$ cat src/rtl/qenc_pkg.sv
// Shared constants, quadrature phase encoding and step decode for the encoder front end.
// Optional index channel support is enabled with QENC_INDEX_EN (see quad_encoder_counter).
package qenc_pkg;

    localparam int POS_W          = 10;
    localparam int FILTER_LEN_DEF = 3;

    localparam logic [1:0] PH_0 = 2'b00;
    localparam logic [1:0] PH_1 = 2'b01;
    localparam logic [1:0] PH_2 = 2'b11;
    localparam logic [1:0] PH_3 = 2'b10;

    typedef enum logic [1:0] {
        STEP_NONE,
        STEP_UP,
        STEP_DOWN,
        STEP_ILLEGAL
    } step_e;

    function automatic logic [1:0] phase_fwd(input logic [1:0] ph);
        logic [1:0] nxt;
        nxt = PH_0;
        case (ph)
            PH_0:    nxt = PH_1;
            PH_1:    nxt = PH_2;
            PH_2:    nxt = PH_3;
            default: nxt = PH_0;
        endcase
        return nxt;
    endfunction

    function automatic logic [1:0] phase_rev(input logic [1:0] ph);
        logic [1:0] nxt;
        nxt = PH_0;
        case (ph)
            PH_0:    nxt = PH_3;
            PH_3:    nxt = PH_2;
            PH_2:    nxt = PH_1;
            default: nxt = PH_0;
        endcase
        return nxt;
    endfunction

    function automatic step_e decode_step(input logic [1:0] prev, input logic [1:0] curr);
        step_e s;
        if (prev == curr)                 s = STEP_NONE;
        else if (curr == phase_fwd(prev)) s = STEP_UP;
        else if (curr == phase_rev(prev)) s = STEP_DOWN;
        else                              s = STEP_ILLEGAL;
        return s;
    endfunction

endpackage

$ cat src/rtl/qenc_filter.sv
// Two-flop synchroniser followed by a glitch filter: the output follows the
// synchronised line only after FILTER_LEN consecutive differing samples.
module qenc_filter #(
    parameter int FILTER_LEN = 3
) (
    input  logic clk,
    input  logic rst_n,
    input  logic raw,
    output logic filt
);

    localparam logic [3:0] RUN_TC = 4'(FILTER_LEN - 1);

    logic [1:0] sync_q;
    logic [3:0] run_q;

    always_ff @(posedge clk or negedge rst_n) begin
        if (!rst_n) begin
            sync_q <= '0;
            run_q  <= '0;
            filt   <= 1'b0;
        end else begin
            sync_q <= {sync_q[0], raw};
            // Any sample agreeing with the filtered value restarts the run.
            if (sync_q[1] == filt) begin
                run_q <= '0;
            end else if (run_q == RUN_TC) begin
                filt  <= sync_q[1];
                run_q <= '0;
            end else begin
                run_q <= run_q + 4'd1;
            end
        end
    end

endmodule

$ cat src/rtl/quad_encoder_counter.sv
// Quadrature decoder with modulo-PPR count and mid-centred signed position.
// Define QENC_INDEX_EN to add the Z index channel (zeroes count on Z rise at phase 00).
module quad_encoder_counter
    import qenc_pkg::*;
#(
    parameter int FILTER_LEN = FILTER_LEN_DEF
) (
    input  logic                    clk,
    input  logic                    rst_n,
    input  logic                    enc_a,
    input  logic                    enc_b,
    input  logic                    enc_z,
    input  logic [POS_W-1:0]        ppr,
    input  logic                    clear,
    output logic [POS_W-1:0]        count,
    output logic signed [POS_W-1:0] position,
    output logic                    dir,
    output logic                    step,
    output logic                    err
);

    logic              a_f;
    logic              b_f;
    logic [1:0]        ab_f;
    logic [1:0]        ab_q;
    logic              clear_q;
    logic              index_hit;
    step_e             step_k;

    logic [POS_W-1:0]  half_ppr;
    logic [POS_W-1:0]  count_base;
    logic [POS_W-1:0]  count_n;
    logic              dir_n;
    logic              step_n;
    logic              err_n;
    logic              ppr_small;

    qenc_filter #(.FILTER_LEN(FILTER_LEN)) u_filt_a (
        .clk   (clk),
        .rst_n (rst_n),
        .raw   (enc_a),
        .filt  (a_f)
    );

    qenc_filter #(.FILTER_LEN(FILTER_LEN)) u_filt_b (
        .clk   (clk),
        .rst_n (rst_n),
        .raw   (enc_b),
        .filt  (b_f)
    );

    assign ab_f = {a_f, b_f};

`ifdef QENC_INDEX_EN
    logic z_f;
    logic z_q;

    qenc_filter #(.FILTER_LEN(FILTER_LEN)) u_filt_z (
        .clk   (clk),
        .rst_n (rst_n),
        .raw   (enc_z),
        .filt  (z_f)
    );

    always_ff @(posedge clk or negedge rst_n) begin
        if (!rst_n) z_q <= 1'b0;
        else        z_q <= z_f;
    end

    assign index_hit = z_f & ~z_q & (ab_f == PH_0);
`else
    logic unused_enc_z;
    assign unused_enc_z = enc_z;
    assign index_hit    = 1'b0;
`endif

    assign step_k    = decode_step(ab_q, ab_f);
    assign ppr_small = (ppr <= 10'd1);
    // ceil(ppr/2) without an 11-bit intermediate.
    assign half_ppr  = {1'b0, ppr[POS_W-1:1]} + {{(POS_W-1){1'b0}}, ppr[0]};
    // A count left stranded above a freshly lowered ppr collapses to zero.
    assign count_base = (count >= ppr) ? '0 : count;

    always_comb begin
        count_n = count_base;
        dir_n   = dir;
        step_n  = 1'b0;
        err_n   = err;
        if (clear_q) begin
            count_n = '0;
            err_n   = 1'b0;
        end else if (index_hit) begin
            count_n = '0;
            if (step_k == STEP_ILLEGAL) err_n = 1'b1;
        end else begin
            case (step_k)
                STEP_UP: begin
                    step_n = 1'b1;
                    dir_n  = 1'b1;
                    if (ppr_small)                       count_n = '0;
                    else if (count_base == ppr - 10'd1)  count_n = '0;
                    else                                 count_n = count_base + 10'd1;
                end
                STEP_DOWN: begin
                    step_n = 1'b1;
                    dir_n  = 1'b0;
                    if (ppr_small)              count_n = '0;
                    else if (count_base == '0)  count_n = ppr - 10'd1;
                    else                        count_n = count_base - 10'd1;
                end
                STEP_ILLEGAL: err_n = 1'b1;
                default: ;
            endcase
        end
    end

    always_ff @(posedge clk or negedge rst_n) begin
        if (!rst_n) begin
            ab_q     <= PH_0;
            clear_q  <= 1'b0;
            count    <= '0;
            position <= '0;
            dir      <= 1'b0;
            step     <= 1'b0;
            err      <= 1'b0;
        end else begin
            ab_q     <= ab_f;
            clear_q  <= clear;
            count    <= count_n;
            position <= $signed(count - half_ppr);
            dir      <= dir_n;
            step     <= step_n;
            err      <= err_n;
        end
    end

endmodule

$ cat config.mk
export PLATFORM = sky130hd
export DESIGN_NAME = quad_encoder_counter
export DESIGN_NICKNAME = d
export VERILOG_FILES = /design/src/rtl/qenc_pkg.sv /design/src/rtl/qenc_filter.sv /design/src/rtl/quad_encoder_counter.sv
export SDC_FILE = /design/constraint.sdc
export NUM_CORES = 1
export LEC_CHECK = 0
export CORE_ASPECT_RATIO = 1.2
export CORE_UTILIZATION = 55
export DETAILED_ROUTE_END_ITERATION = 16
export DONT_BUFFER_PORTS = 1
export HOLD_SLACK_MARGIN = 0.06
export MAX_ROUTING_LAYER = met4
export PLACE_DENSITY = 0.79
export RECOVER_POWER = 25
export SYNTH_ARGS = -nofsm -noshare
export SYNTH_HDL_FRONTEND = slang
export SYNTH_SLANG_ARGS = --single-unit
$ cat constraint.sdc
create_clock -name clk -period 4.05 [get_ports clk]
set_input_delay 1.215 -clock clk [delete_from_list [all_inputs] [get_ports clk]]
set_output_delay 1.215 -clock clk [all_outputs]
set_load 0.005 [all_outputs]
==> metrics.txt <==
Setup TNS=0 ps; CTS sink count=40; # resized after CTS=0; row cnt=31; largest net degree at the start of global routing=41; Inst Count DP=486; TritonRoute pass-1 iters=5; first-pass GRT wire length=13.2 mm; Cell Area, Placed=3570 um2; Fin Hold WS=354 ps; Post-CTS Hold Fix Bufs=0; Inserted Clock Buffers=5; GP Congestion=0.971; worst vdd ir=0.304 mV; Avg Cell Area, Syn=8.38 um2; leakage=1.64 nW; Cell Int Power=1.23 mW; Mapped Area=3440 um2; Tightest Hold Check Type=reg2reg; die height=88.6 um; post-DR wirelength/cell=16.2 um; # setup viols final=0; n_diodes=0; slowest cell delay on critical path=510 ps; Mapped Cells=410; P_sw=1.00 mW; #FFs+latches synth=40; nets=466; ys flop type=dfrtp_1; initial antenna violation count=0; Max FO, Critical Path=5; most frequent cells in the layout=inv_1, nor2_1, dfrtp_1; sequential power share=29.4%; fraction of power spent switching nets=44.8%; DR iter-0 viols=299; final core occ=61.0%; Final Cycle Share=90.7%; count of different cell masters after synthesis=62; GRT Util Overall=26.9%; Seq/Total Area, Yosys=29.1%; Residual DRC=0; Clk Tree Root Cell=clkbuf_8; worst path cell trace=inv_1 -> ha_1 -> or3b_2 -> nor2_1 -> xnor2_1 -> o311ai_0 -> a222oi_1 -> buf_4 -> a21o_2 -> nor3_1 -> o31a_1; RSZ-0062 raised after global routing=no; core area=6050 um2; number of synthesized flops with an enable pin=0; IO buf count=0; Post-Layout Inst Area=3690 um2; Synth async-reset ratio=100%; synth warn=0; non-filler instance count after layout=494; FILL cells=526; maximum clock insertion buffer count=2; Power Density=606 nW/um2; grt total ovfl=0; Crit. End Element=flip-flop; clock latency on the worst-skew pair=300 ps; status=finished, final reports clean; Peak Freq=0.272 GHz; vias per cell=6.06; Post-CTS Setup Bufs=0; Final Skew=7.74 ps; CP required=4240 ps; die width=74.2 um; max-slew violations=0; commonest non-fill, non-tap cell in the layout=inv_1; Starting Density=56.8%; Worst Path Arrival=3860 ps; minimum clock period=3670 ps; CTS H-tree depth=2; CTS tree=done; Final HPWL DP=6.16 mm; Clock Power Share=15.7%; Area Overhead vs Synth=7.43%; Routed Antenna Nets=0; relative slew slack=54.4%; CP delay by family, top=compound AO/OA/AOI/OAI gates; die area=6570 um2; Post-Syn Nets=465; share of cells above drive strength 1=9.71%; Ports=39; drt total wl=8.01 mm; Crit-path slowest cell=or3b_2; type of element launching the critical path=input port; Comb pwr share=54.9%; vias in the first global route=2800; via count=2993; Tightest Pin Transition=679 ps; max_cap viols=0; critical path type=in2reg; final hold violations=0; clock slew at reported path FFs=80 ps; Buf/Inv on CP=2
[layer usage]
layer	share of wire, %	up-vias	track usage [%]	wire [um]
li1	-	1455	-	-
met1	41	1415	31.5	3280
met2	51	106	46.1	4120
met3	5.5	17	4.21	441
met4	2.0	0	9.27	163
met5	0	-	-	0
[synthesized netlist by cell type (all sizes together) (2+ instances only)]
master / number / area, um2
and4: 3 / 27.5
mux2i: 3 / 30.0
xor2: 9 / 78.8
o41ai: 2 / 17.5
fa: 2 / 40.0
a31oi: 7 / 43.8
nand3b: 2 / 15.0
or2: 3 / 18.8
a21o: 3 / 23.8
o31a: 3 / 27.5
inv: 44 / 165
dfrtp: 40 / 1000
nor4: 4 / 25.0
and2: 4 / 25.0
mux2: 2 / 22.5
nand2: 26 / 97.6
xnor2: 20 / 175
a211oi: 6 / 55.1
nand2b: 6 / 37.5
ha: 37 / 463
nor3b: 2 / 15.0
a211o: 2 / 18.8
o31ai: 6 / 45.0
a21oi: 15 / 75.1
nand4: 7 / 43.8
a21boi: 3 / 22.5
clkbuf: 19 / 72.6
a31o: 2 / 17.5
o311a: 2 / 21.3
and3: 2 / 12.5
o311ai: 6 / 52.6
o21a: 3 / 22.5
or4: 4 / 33.8
nor2: 41 / 154
o211ai: 5 / 37.5
a22oi: 2 / 15.0
o221ai: 2 / 17.5
o21ai: 19 / 95.1
nor2b: 4 / 25.0
o22ai: 3 / 18.8
nand3: 17 / 85.1
nor3: 7 / 35.0
[worst register-to-register path, stage by stage (launching register included)]
cell	delay, ps
dfrtp_1	610
inv_1	120
ha_1	280
nand2b_1	140
a21oi_1	300
o311ai_2	240
o311ai_0	390
a222oi_1	170
buf_4	170
a211oi_2	510
a21oi_1	140
o211ai_1	170
[worst paths after layout]
path / startpoint / endpoint / slack [ps] / depth (start not counted)
min in group asynchronous: rst_n / count[0] / 600 / 0
max: ppr[1] / count[6] / 380 / 11
max in group asynchronous: rst_n / count[7] / 3360 / 0
min reg2reg: u_filt_a.sync_q[0] / u_filt_a.sync_q[1] / 350 / 0
max reg2reg: count[0] / count[2] / 750 / 11
min: u_filt_a.sync_q[0] / u_filt_a.sync_q[1] / 350 / 0
[per-stage QoR]
stage	total power, mW	worst slack (ps)
detailed placement	1.88	158
floorplan	1.57	49.8
finish	2.24	378
global placement	1.83	206
CTS	2.24	410
global route	2.42	279
[power groups by stage]
stage | sequential (mW) | clock (mW) | combinational [mW]
final | 0.658 | 0.351 | 1.23
after floorplan | 0.631 | 0 | 0.944
after CTS | 0.659 | 0.357 | 1.22
after global placement | 0.660 | 0 | 1.17
after detailed placement | 0.667 | 0 | 1.21
after global routing | 0.681 | 0.374 | 1.37
[final cells by class]
cell class	count	area [um2]	share of cell area [%]
multi-input combinational	306	2200	59.5
sequential	40	1000	27.1
inverter	44	165	4.47
timing repair buffer	14	105	2.85
tap	82	103	2.78
clock buffer	6	82.6	2.24
clock inverter	2	38.8	1.05
[sequential cells by signal, summed over array words and instances (netlist names)]
signal and count:
ab_q 2, clear_q 1, count 10, dir 1
err 1, position 10, step 1, u_filt_a.filt 1
u_filt_a.run_q 4, u_filt_a.sync_q 2, u_filt_b.filt 1, u_filt_b.run_q 4
u_filt_b.sync_q 2
[logic make-up (layout without fill, tap and decap cells)]
group / count (synthesis) / count (layout) / synth area share [%]
DFF: 40 / 40 / 29.1
xor gates and xnor gates: 30 / 30 / 8.05
adders and majority gates: 39 / 39 / 14.6
and+or+nand+nor: 135 / 135 / 19.6
buffers and inverters: 64 / 66 / 7.25
muxes: 5 / 5 / 1.53
AOI/OAI and AO/OA: 97 / 97 / 19.8
Power figures use the tool's default switching activity.
